## src/rtl/bank_switch_pkg.sv

```systemverilog
// bank_switch_pkg
//   Shared types and helpers for the multi-channel frame-buffer bank switch.
//   - wr_state_e / rd_state_e : writer and reader FSM states
//   - next_bank()             : next write bank, skipping the bank the reader holds
//   - params_ok()             : legal parameter ranges for the top level
package bank_switch_pkg;

  typedef enum logic {W_IDLE, W_BUSY} wr_state_e;
  typedef enum logic {R_IDLE, R_RUN}  rd_state_e;

  localparam int MIN_CH    = 1;
  localparam int MAX_CH    = 8;
  localparam int MIN_BANKS = 3;
  localparam int MAX_BANKS = 8;

  // With at least three banks, stepping by two always clears both the bank
  // just written and the bank the reader is on.
  function automatic int next_bank(input int cur, input int rd, input int num_banks);
    int nb;
    nb = (cur + 1) % num_banks;
    if (nb == rd) nb = (cur + 2) % num_banks;
    return nb;
  endfunction

  function automatic bit params_ok(input int num_ch, input int num_banks, input int cnt_w);
    return (num_ch >= MIN_CH) && (num_ch <= MAX_CH) &&
           (num_banks >= MIN_BANKS) && (num_banks <= MAX_BANKS) && (cnt_w >= 1);
  endfunction

endpackage

```

## src/rtl/multi_bank_switch_if.sv

```systemverilog
// multi_bank_switch_if
//   Bundle between the slave/DDR-FIFO side and the bank switch.
//   Channel i uses bit i of 1-bit vectors and slice [i*BANK_W +: BANK_W]
//   of bank vectors (and [i*CNT_W +: CNT_W] of the counters).
//   master : drives ch_en, slave_valid, frame_wr_done, frame_rd_done
//   slave  : drives wr_load, wr_bank, rd_load, rd_bank (+ drop_cnt, rep_cnt)
//   Optional: BANK_STATS_EN adds the drop_cnt / rep_cnt counters.
interface multi_bank_switch_if #(
  parameter int NUM_CH = 4,
  parameter int BANK_W = 2
`ifdef BANK_STATS_EN
  , parameter int CNT_W = 16
`endif
) ();
  logic [NUM_CH-1:0]        ch_en;
  logic [NUM_CH-1:0]        slave_valid;
  logic [NUM_CH-1:0]        frame_wr_done;
  logic [NUM_CH-1:0]        frame_rd_done;
  logic [NUM_CH-1:0]        wr_load;
  logic [NUM_CH*BANK_W-1:0] wr_bank;
  logic [NUM_CH-1:0]        rd_load;
  logic [NUM_CH*BANK_W-1:0] rd_bank;
`ifdef BANK_STATS_EN
  logic [NUM_CH*CNT_W-1:0]  drop_cnt;
  logic [NUM_CH*CNT_W-1:0]  rep_cnt;
`endif

  modport master (
    output ch_en, slave_valid, frame_wr_done, frame_rd_done,
    input  wr_load, wr_bank, rd_load, rd_bank
`ifdef BANK_STATS_EN
    , input drop_cnt, rep_cnt
`endif
  );

  modport slave (
    input  ch_en, slave_valid, frame_wr_done, frame_rd_done,
    output wr_load, wr_bank, rd_load, rd_bank
`ifdef BANK_STATS_EN
    , output drop_cnt, rep_cnt
`endif
  );
endinterface

```

## src/rtl/bank_switch_ch.sv

```systemverilog
// bank_switch_ch
//   One channel of the bank switch: writer FSM, reader FSM, bank registers.
//   Inputs : ddr_clk, sys_rstn (async, active-low), ch_en, slave_valid,
//            frame_wr_done, frame_rd_done
//   Outputs: wr_load, wr_bank, rd_load, rd_bank (all registered)
//            drop_cnt, rep_cnt with BANK_STATS_EN defined
module bank_switch_ch
  import bank_switch_pkg::*;
#(
  parameter  int NUM_BANKS = 4,
`ifdef BANK_STATS_EN
  parameter  int CNT_W     = 16,
`endif
  localparam int BANK_W    = $clog2(NUM_BANKS)
) (
  input  logic              ddr_clk,
  input  logic              sys_rstn,
  input  logic              ch_en,
  input  logic              slave_valid,
  input  logic              frame_wr_done,
  input  logic              frame_rd_done,
  output logic              wr_load,
  output logic [BANK_W-1:0] wr_bank,
  output logic              rd_load,
  output logic [BANK_W-1:0] rd_bank
`ifdef BANK_STATS_EN
  , output logic [CNT_W-1:0] drop_cnt
  , output logic [CNT_W-1:0] rep_cnt
`endif
);

  wr_state_e         w_state;
  rd_state_e         r_state;
  logic              sv_p0, sv_p1;
  logic [BANK_W-1:0] latest;
  logic              fresh;

  logic              rise;
  logic              wr_acc;
  logic              fresh_w;
  logic [BANK_W-1:0] latest_w;
  logic              rd_take;
  logic              rd_rep;
  logic [BANK_W-1:0] rd_next;
  logic [BANK_W-1:0] wr_next;

  // The writer completion is folded in first (fresh_w/latest_w), so a reader
  // event in the same cycle grabs the bank that just finished, and the next
  // write bank is chosen against the reader's updated bank.
  always_comb begin
    rise     = sv_p0 & ~sv_p1;
    wr_acc   = ch_en && (w_state == W_BUSY) && frame_wr_done;
    fresh_w  = wr_acc | fresh;
    latest_w = wr_acc ? wr_bank : latest;
    rd_take  = ch_en && (((r_state == R_IDLE) && fresh) ||
                         ((r_state == R_RUN) && frame_rd_done && fresh_w));
    rd_rep   = ch_en && (r_state == R_RUN) && frame_rd_done && !fresh_w;
    rd_next  = rd_take ? latest_w : rd_bank;
    wr_next  = wr_acc ? BANK_W'(next_bank(int'(wr_bank), int'(rd_next), NUM_BANKS)) : wr_bank;
  end

  always_ff @(posedge ddr_clk or negedge sys_rstn) begin
    if (!sys_rstn) begin
      sv_p0   <= 1'b0;
      sv_p1   <= 1'b0;
      w_state <= W_IDLE;
      r_state <= R_IDLE;
      wr_load <= 1'b0;
      rd_load <= 1'b0;
      wr_bank <= '0;
      rd_bank <= BANK_W'(NUM_BANKS - 1);
      latest  <= BANK_W'(NUM_BANKS - 1);
      fresh   <= 1'b0;
    end else begin
      // p0: sample slave_valid; p1: previous sample for edge detection
      sv_p0   <= slave_valid;
      sv_p1   <= sv_p0;
      wr_load <= 1'b0;
      rd_load <= 1'b0;
      if (!ch_en) begin
        w_state <= W_IDLE;
        r_state <= R_IDLE;
        fresh   <= 1'b0;
      end else begin
        wr_bank <= wr_next;
        rd_bank <= rd_next;
        latest  <= latest_w;
        fresh   <= fresh_w & ~rd_take;
        case (w_state)
          W_IDLE: if (rise) begin
            w_state <= W_BUSY;
            wr_load <= 1'b1;
          end
          W_BUSY: begin
            // A new edge either restarts an aborted frame or, together with
            // a completion, starts the next frame in the new bank.
            wr_load <= rise;
            if (wr_acc && !rise) w_state <= W_IDLE;
          end
        endcase
        case (r_state)
          R_IDLE: if (rd_take) begin
            r_state <= R_RUN;
            rd_load <= 1'b1;
          end
          R_RUN: if (frame_rd_done) rd_load <= 1'b1;
        endcase
      end
    end
  end

`ifdef BANK_STATS_EN
  function automatic logic [CNT_W-1:0] sat_inc(input logic [CNT_W-1:0] v);
    return (&v) ? v : v + CNT_W'(1);
  endfunction

  always_ff @(posedge ddr_clk or negedge sys_rstn) begin
    if (!sys_rstn) begin
      drop_cnt <= '0;
      rep_cnt  <= '0;
    end else begin
      if (wr_acc && fresh) drop_cnt <= sat_inc(drop_cnt);
      if (rd_rep)          rep_cnt  <= sat_inc(rep_cnt);
    end
  end
`endif

endmodule

```

## src/rtl/multi_bank_switch.sv

```systemverilog
// multi_bank_switch
//   NUM_CH-channel, NUM_BANKS-deep frame-buffer bank arbiter (ddr_clk domain).
//   Ports: ddr_clk, sys_rstn (async, active-low), bus (multi_bank_switch_if.slave)
//   Optional: BANK_STATS_EN adds per-channel drop_cnt / rep_cnt counters.
module multi_bank_switch
  import bank_switch_pkg::*;
#(
  parameter  int NUM_CH    = 4,
  parameter  int NUM_BANKS = 4,
  parameter  int CNT_W     = 16,
  localparam int BANK_W    = $clog2(NUM_BANKS)
) (
  input logic                 ddr_clk,
  input logic                 sys_rstn,
  multi_bank_switch_if.slave  bus
);

  if (!params_ok(NUM_CH, NUM_BANKS, CNT_W)) begin : g_bad_params
    $error("multi_bank_switch: NUM_CH must be 1..8, NUM_BANKS 3..8, CNT_W >= 1");
  end

  logic [NUM_CH-1:0]        wr_load_w;
  logic [NUM_CH-1:0]        rd_load_w;
  logic [NUM_CH*BANK_W-1:0] wr_bank_w;
  logic [NUM_CH*BANK_W-1:0] rd_bank_w;
`ifdef BANK_STATS_EN
  logic [NUM_CH*CNT_W-1:0]  drop_w;
  logic [NUM_CH*CNT_W-1:0]  rep_w;
`endif

  for (genvar i = 0; i < NUM_CH; i++) begin : g_ch
    bank_switch_ch #(
      .NUM_BANKS (NUM_BANKS)
`ifdef BANK_STATS_EN
      , .CNT_W   (CNT_W)
`endif
    ) u_ch (
      .ddr_clk       (ddr_clk),
      .sys_rstn      (sys_rstn),
      .ch_en         (bus.ch_en[i]),
      .slave_valid   (bus.slave_valid[i]),
      .frame_wr_done (bus.frame_wr_done[i]),
      .frame_rd_done (bus.frame_rd_done[i]),
      .wr_load       (wr_load_w[i]),
      .wr_bank       (wr_bank_w[i*BANK_W +: BANK_W]),
      .rd_load       (rd_load_w[i]),
      .rd_bank       (rd_bank_w[i*BANK_W +: BANK_W])
`ifdef BANK_STATS_EN
      , .drop_cnt    (drop_w[i*CNT_W +: CNT_W])
      , .rep_cnt     (rep_w[i*CNT_W +: CNT_W])
`endif
    );
  end

  assign bus.wr_load = wr_load_w;
  assign bus.rd_load = rd_load_w;
  assign bus.wr_bank = wr_bank_w;
  assign bus.rd_bank = rd_bank_w;
`ifdef BANK_STATS_EN
  assign bus.drop_cnt = drop_w;
  assign bus.rep_cnt  = rep_w;
`endif

endmodule

```

## src/flat_wrapper.sv

```systemverilog
// flat-port wrapper written by rule: the top's interface ports become plain ports
module multi_bank_switch_flat import bank_switch_pkg::*;
#(
  parameter  int NUM_CH    = 4,
  parameter  int NUM_BANKS = 4,
  parameter  int CNT_W     = 16,
  localparam int BANK_W    = $clog2(NUM_BANKS)
)
  (ddr_clk, sys_rstn, bus_ch_en, bus_slave_valid, bus_frame_wr_done, bus_frame_rd_done, bus_wr_load, bus_wr_bank, bus_rd_load, bus_rd_bank);
  multi_bank_switch_if #(.NUM_CH(NUM_CH), .BANK_W((2))) bus_i ();
  input logic ddr_clk;
  input logic sys_rstn;
  input wire logic [$bits(bus_i.ch_en)-1:0] bus_ch_en;
  input wire logic [$bits(bus_i.slave_valid)-1:0] bus_slave_valid;
  input wire logic [$bits(bus_i.frame_wr_done)-1:0] bus_frame_wr_done;
  input wire logic [$bits(bus_i.frame_rd_done)-1:0] bus_frame_rd_done;
  output wire logic [$bits(bus_i.wr_load)-1:0] bus_wr_load;
  output wire logic [$bits(bus_i.wr_bank)-1:0] bus_wr_bank;
  output wire logic [$bits(bus_i.rd_load)-1:0] bus_rd_load;
  output wire logic [$bits(bus_i.rd_bank)-1:0] bus_rd_bank;
  assign bus_i.ch_en = bus_ch_en;
  assign bus_i.slave_valid = bus_slave_valid;
  assign bus_i.frame_wr_done = bus_frame_wr_done;
  assign bus_i.frame_rd_done = bus_frame_rd_done;
  assign bus_wr_load = bus_i.wr_load;
  assign bus_wr_bank = bus_i.wr_bank;
  assign bus_rd_load = bus_i.rd_load;
  assign bus_rd_bank = bus_i.rd_bank;
  multi_bank_switch #(.NUM_CH(NUM_CH), .NUM_BANKS(NUM_BANKS), .CNT_W(CNT_W)) u_core (.ddr_clk(ddr_clk), .sys_rstn(sys_rstn), .bus(bus_i));
endmodule
```

## config.mk

```make
export PLATFORM = sky130hd
export DESIGN_NAME = multi_bank_switch_flat
export DESIGN_NICKNAME = d
export VERILOG_FILES = /design/src/rtl/bank_switch_pkg.sv /design/src/rtl/multi_bank_switch_if.sv /design/src/rtl/bank_switch_ch.sv /design/src/rtl/multi_bank_switch.sv /design/src/flat_wrapper.sv
export SDC_FILE = /design/constraint.sdc
export NUM_CORES = 1
export LEC_CHECK = 0
export CORE_ASPECT_RATIO = 1.1
export CORE_UTILIZATION = 40
export DETAILED_ROUTE_END_ITERATION = 6
export GPL_TIMING_DRIVEN = 0
export PLACE_DENSITY = 0.7
export RECOVER_POWER = 100
export SYNTH_ARGS = -nofsm -noshare
export SYNTH_HDL_FRONTEND = slang
export SYNTH_SLANG_ARGS = --single-unit
export TNS_END_PERCENT = 1
```

## constraint.sdc

```tcl
create_clock -name ddr_clk -period 4.3 [get_ports ddr_clk]
set_input_delay 0.86 -clock ddr_clk [delete_from_list [all_inputs] [get_ports ddr_clk]]
set_output_delay 0.86 -clock ddr_clk [all_outputs]
set_load 0.01 [all_outputs]
```

==> impl_metrics.tcl, run 1 <==
set metrics [dict create \
    status "finished, violations left" \
    violations "capacitance limit, slew limit" \
    synth_compound_area_share_pct 15.2 \
    grt-ovfl-total 0 \
    drt_wl_total_um 3890 \
    finalSetupViolCount 0 \
    drt_pass1_iterations 4 \
    cts_sinks 52 \
    grt_pass1_vias 1544 \
    critPathBufInv 2 \
    cp_top_family "buffers and inverters" \
    slowest_stage "dlygate4sd3_1" \
    place_inst 305 \
    post-route-util_pct 51.3 \
    place_ws_ns 1.41 \
    viasPerCell 5.00 \
    ios 42 \
    max_stage_delay_ns 0.59 \
    start_util_pct 42.3 \
    synth_fa_ha_area_share_pct 0 \
    grt_max_degree 40 \
    io_buffers 38 \
    met3_wirelength_um 174 \
    cts_inserted_buffers 5 \
    grt_pass1_wl_um 6820 \
    clk_path_buf_depth 2 \
    yosys_warnings 0 \
    die_h_um 81.7 \
    worst_slew_pin_slew_ns 2.06 \
    routabilityCongestion 0.721 \
    cts_root_buf "clkbuf_8" \
    synth_top_family_by_area "compound AO/OA/AOI/OAI gates" \
    cap_violations 1 \
    rows 28 \
    drt_iter0_drc 46 \
    netlist_area_um2 2310 \
    tritoncts "yes" \
    ys_seq_area_share_pct 57.2 \
    ant_nets 0 \
    synth-simple-area-share_pct 11.5 \
    leakagePower_nw 1.26 \
    mostFrequentLayoutCell "dfrtp_1" \
    wl_per_cell_um 12.4 \
    top_layer_used "met4" \
    fmax_mhz 342 \
    clk_pin_slew_worst_paths_ns 0.09 \
    synth.distinct_cells 38 \
    cp-start-kind "input pin" \
    worst_slack_ns 1.37 \
    hold_viol_final 0 \
    cp_cell_sequence "dlygate4sd3_1 -> nand3_1 -> mux2_1 -> mux2i_1 -> clkinv_1 -> a2111oi_0 -> a211o_1" \
    period_needed_ns 2.93 \
    synth_mux_area_share_pct 9.26 \
    wl_met2_um 1890 \
    cts_hold_buf 0 \
    clock_skew_ns 0.00509 \
    slew_viol_final 40 \
    fin_crit_sh_pct 68.1 \
    final_cell_mix "36 x dfrtp_1, 35 x dlygate4sd3_1, 16 x dfstp_2, 13 x inv_1, 12 x nand2_1" \
    drc 0 \
    track_usage_pct 14.8 \
    dp_hpwl_um 2780 \
    synthCells 191 \
    min_path_type "reg2reg" \
    power_density_nw_per_um2 479 \
    antenna_cells 0 \
    fin_nets 255 \
    htreeDepth 2 \
    clock_latency_ns 0.30 \
    cp_max_fo 9 \
    met1_length_um 1760 \
    vias 1566 \
    crit_arrival_ns 3.17 \
    drive_gt1_share_pct 16.0 \
    rsz0062_at_grt "no" \
    cts-resized-gates 0 \
    relSlewSlack_pct -37.6 \
    post_synth.cell_area_avg_um2 12.1 \
    area_delta_synth_final_pct 21.3 \
    setup-tns-final_ns 0 \
    core_um2 5470 \
    syn_nets 209 \
    post_cts_buffers 0 \
    synth-seq-cells 52 \
    worstPathRequired_ns 4.55 \
    die_width_um 74.5 \
    critPathKind "in2reg" \
    antenna_found_initial 0 \
    ir_drop_mv 0.277 \
    synth_xor_area_share_pct 0.379 \
    cp-end-kind "flip-flop" \
    die_area_um2 6080 \
    final_cells 313 \
]
==> Yosys cell counts, drive strengths merged <==
library cell  instances  share of area [%]
a211oi                9                2.9
xor2                  1               0.38
o211a                 1               0.43
nand2                12                2.0
and3                  5                1.4
a221oi                2               0.76
nor3                  3               0.65
or4b                  1               0.43
and2                  1               0.27
dfrtp                36                 39
o221ai                1               0.38
o21bai                1               0.33
nor2b                 4                1.1
o41ai                 2               0.76
o21ai                 1               0.22
nand2b                3               0.81
mux2i                11                5.9
buf                  11                3.7
nor3b                 3               0.98
dfstp                16                 18
a211o                 3                1.1
a2111oi               3                1.2
inv                  17                2.8
nor2                  9                1.5
a21oi                 7                1.5
mux2                  6                3.4
a31oi                 6                1.6
o22ai                 4                1.1
o311ai                1               0.38
a31o                  3                1.1
o21a                  4                1.3
nand3                 4                2.5
==> per-stage QoR <==
stage | power [mW] | hold slack, ns | instance area [um^2]
after floorplan | 0.907 | 0.354 | 2310
after global placement | 1.08 | 0.359 | 2780
after detailed placement | 1.09 | 0.364 | 2800
after CTS | 1.43 | 0.386 | 2910
after global routing | 1.43 | 0.402 | 2800
final | 1.34 | 0.381 | 2800
==> report_power, final <==
part           internal, mW  switching (mW)  leakage (nW)
Sequential            0.617          0.0730         0.622
Combinational         0.165           0.157         0.588
Clock                 0.172           0.159        0.0541
==> per-layer routing <==
metal,vias to the layer above,track usage [%]
met5,-,0
met4,0,5.47
met3,6,4.29
met2,31,23.5
met1,757,19.0
li1,772,-
==> worst paths after layout <==
check / to / depth (start not counted) / from / slack (ns)
setup / recovery: u_core.g_ch[1].u_ch.wr_bank[0] / 7 / bus_frame_wr_done[1] / 1.37
setup reg to reg: u_core.g_ch[1].u_ch.wr_bank[0] / 6 / u_core.g_ch[1].u_ch.w_state / 2.17
max in group asynchronous: u_core.g_ch[2].u_ch.wr_load / 2 / sys_rstn / 1.38
hold reg to reg: u_core.g_ch[3].u_ch.sv_p1 / 0 / u_core.g_ch[3].u_ch.sv_p0 / 0.38
min in group asynchronous: u_core.g_ch[3].u_ch.sv_p0 / 1 / sys_rstn / 0.56
hold / removal: u_core.g_ch[3].u_ch.sv_p1 / 0 / u_core.g_ch[3].u_ch.sv_p0 / 0.38
==> cells by family after synthesis <==
kind of cell | Yosys count
AND/OR/NAND/NOR | 45
buffers and inverters | 28
XOR/XNOR | 1
multiplexers | 17
flip-flops | 52
AO/OA/AOI/OAI | 48
==> state kept, by name, indices dropped and copies added, names as in the netlist <==
name,flops
u_core.g_ch.u_ch.sv_p1,4
u_core.g_ch.u_ch.wr_load,4
u_core.g_ch.u_ch.rd_load,4
u_core.g_ch.u_ch.fresh,4
u_core.g_ch.u_ch.wr_bank,8
u_core.g_ch.u_ch.w_state,4
u_core.g_ch.u_ch.latest,8
u_core.g_ch.u_ch.sv_p0,4
u_core.g_ch.u_ch.rd_bank,8
u_core.g_ch.u_ch.r_state,4
==> cell type report <==
cell class	instances	area (um^2)
Tap cell	75	93.8
Multi-Input combinational cell	111	763
Fill cell	526	2660
Inverter	17	63.8
Buffer	11	71.3
Clock buffer	5	68.8
Timing Repair Buffer	39	378
Clock inverter	3	42.5
Sequential cell	52	1320
(Power assumes the default switching activity.)
==> run 2: changes to the inputs <==
==> constraint.sdc (replaced) <==
create_clock -name ddr_clk -period 2.9 [get_ports ddr_clk]
set_input_delay 0.58 -clock ddr_clk [delete_from_list [all_inputs] [get_ports ddr_clk]]
set_output_delay 0.58 -clock ddr_clk [all_outputs]
set_load 0.01 [all_outputs]
==> run 2 against run 1 <==
Against the previous run: the flow now finishes without violations; combinational power rose by 52%; sequential share of layout area shrank 0.58 points; worst setup slack got worse by 1.0 ns; global-route usage unchanged; critical path type unchanged; sequential power up 49%; cell area up 1.2%.
==> impl_metrics.tcl, run 2 (synthesis gave the netlist of run 1 again) <==
set metrics [dict create \
    die_h_um 81.7 \
    antenna_cells 0 \
    drive_gt1_share_pct 18.1 \
    tritoncts "yes" \
    die_area_um2 6080 \
    top_regs "u_core.g_ch.u_ch.latest: 8 flops, u_core.g_ch.u_ch.rd_bank: 8 flops, u_core.g_ch.u_ch.wr_bank: 8 flops" \
    cp_top_family "multiplexers" \
    fin_nets 255 \
    core_um2 5470 \
    period_needed_ns 2.58 \
    fmax_mhz 388 \
    drc 0 \
    routabilityCongestion 0.721 \
    htreeDepth 2 \
    rows 28 \
    ant_nets 0 \
    timing.rr.end "u_core.g_ch[0].u_ch.wr_bank[0]" \
    worst_slew_pin_slew_ns 0.940 \
    mostFrequentLayoutCell "dfrtp_1" \
    r2r-start "u_core.g_ch[0].u_ch.w_state" \
    viasPerCell 4.99 \
    crit_arrival_ns 2.82 \
    cts_hold_buf 0 \
    post_dp_cell_area_um2 2800 \
    cp-end-kind "flip-flop" \
    critPathBufInv 1 \
    cts_root_buf "clkbuf_8" \
    wl_per_cell_um 12.4 \
    relSlewSlack_pct 37.3 \
    slowest_stage "dlygate4sd3_1" \
    final_cell_mix "36 x dfrtp_1, 35 x dlygate4sd3_1, 16 x dfstp_2, 13 x inv_1, 12 x nand2_1" \
    hold_viol_final 0 \
    grt_pass1_vias 1544 \
    cp-start-kind "input pin" \
    switchingPower_mw 0.584 \
    switching_share_pct 29.1 \
    clock_latency_ns 0.30 \
    p_clk_share_pct 24.4 \
    drt_wl_total_um 3880 \
    dp_hpwl_um 2780 \
    cap_violations 0 \
    rsz0062_at_grt "no" \
    drt_iter0_drc 43 \
    reg2reg_slack_ns 0.83 \
    cts_inserted_buffers 5 \
    start_util_pct 42.3 \
    status "completed" \
    cp_cell_sequence "dlygate4sd3_1 -> nand3_1 -> mux2_1 -> mux2_1 -> a2111oi_0 -> a211o_1" \
    antenna_found_initial 0 \
    clk_path_buf_depth 2 \
    p_comb_share_pct 24.5 \
    max_stage_delay_ns 0.59 \
    fin_crit_sh_pct 88.8 \
    seqPwrFrac_pct 51.1 \
    grt_pass1_wl_um 6820 \
    worst_slack_ns 0.324 \
    place_ws_ns 0.289 \
    grt_max_degree 40 \
    ios 42 \
    track_usage_pct 14.8 \
    clk_pin_slew_worst_paths_ns 0.09 \
    slew_viol_final 0 \
    worstPathRequired_ns 3.14 \
    power_density_nw_per_um2 707 \
    finalSetupViolCount 0 \
    drt_pass1_iterations 4 \
    cts-resized-gates 0 \
    r2r_cells 5 \
    fin_area_um2 2840 \
    critPathKind "in2reg" \
    power.internal_mw 1.42 \
    clock_skew_ns 0.00552 \
    ir_drop_mv 0.412 \
    leakagePower_nw 1.28 \
    cp_max_fo 9 \
    die_width_um 74.5 \
    crit_top_cell "mux2_1" \
    area_delta_synth_final_pct 22.9 \
    cts_sinks 52 \
    grt-ovfl-total 0 \
    io_buffers 38 \
    min_path_type "in2async" \
    vias 1561 \
    post_cts_buffers 0 \
]
## run 2: power by group through the flow
stage | Sequential, mW | Combinational [mW] | Clock (mW)
after floorplan | 1.06 | 0.283 | 0
final | 1.03 | 0.491 | 0.491
after global routing | 1.05 | 0.552 | 0.532
after CTS | 1.04 | 0.567 | 0.508
after global placement | 1.04 | 0.552 | 0
after detailed placement | 1.05 | 0.563 | 0
## run 2: cell type report
cell class                 count  area, um^2
buffer                        11        78.8
clock inverter                 3        42.5
sequential                    52        1320
clock buffer                   5        68.8
tap                           75        93.8
multi-input combinational    111         790
fill                         520        2630
inverter                      17        63.8
timing repair buffer          39         379
## run 2: how the worst max path moves through the flow
stage          cells past startpoint                 start                        endpoint
2_1_floorplan                      7          bus_ch_en[2]  u_core.g_ch[2].u_ch.wr_bank[0]
3_3_place_gp                       1              sys_rstn  u_core.g_ch[2].u_ch.wr_bank[0]
3_5_place_dp                       7  bus_frame_wr_done[2]  u_core.g_ch[2].u_ch.wr_bank[0]
4_1_cts                            7  bus_frame_wr_done[2]  u_core.g_ch[2].u_ch.wr_bank[0]
5_1_grt                            7  bus_frame_wr_done[1]  u_core.g_ch[1].u_ch.wr_bank[0]
6_report                           6  bus_frame_wr_done[0]  u_core.g_ch[0].u_ch.wr_bank[0]
## run 2: metrics by stage
stage	cells	total power, mW	util, %	setup TNS [ns]	hold slack (ns)
finish	313	2.01	51.9	0	0.281
global route	313	2.14	51.9	0	0.330
CTS	313	2.11	53.3	0	0.159
detailed placement	305	1.61	51.2	0	0.364
global placement	304	1.60	50.9	-10.66	0.359
floorplan	191	1.35	-	0	0.284
## run 2: per-layer routing
metal	wire length [um]	vias up	global-route usage, %
li1	-	772	-
met1	1770	747	19.0
met2	1870	36	23.5
met3	183	6	4.29
met4	57	0	5.47
met5	0	-	0
==> run 3: changes to the inputs <==
--- a/config.mk
+++ b/config.mk
@@ -8,6 +8,7 @@
 export CORE_ASPECT_RATIO = 1.1
 export CORE_UTILIZATION = 40
 export DETAILED_ROUTE_END_ITERATION = 6
+export GPL_ROUTABILITY_DRIVEN = 0
 export GPL_TIMING_DRIVEN = 0
 export PLACE_DENSITY = 0.7
 export RECOVER_POWER = 100
==> results of run 3 <==
Final layout, timing and power as in run 2 (identical DEF).
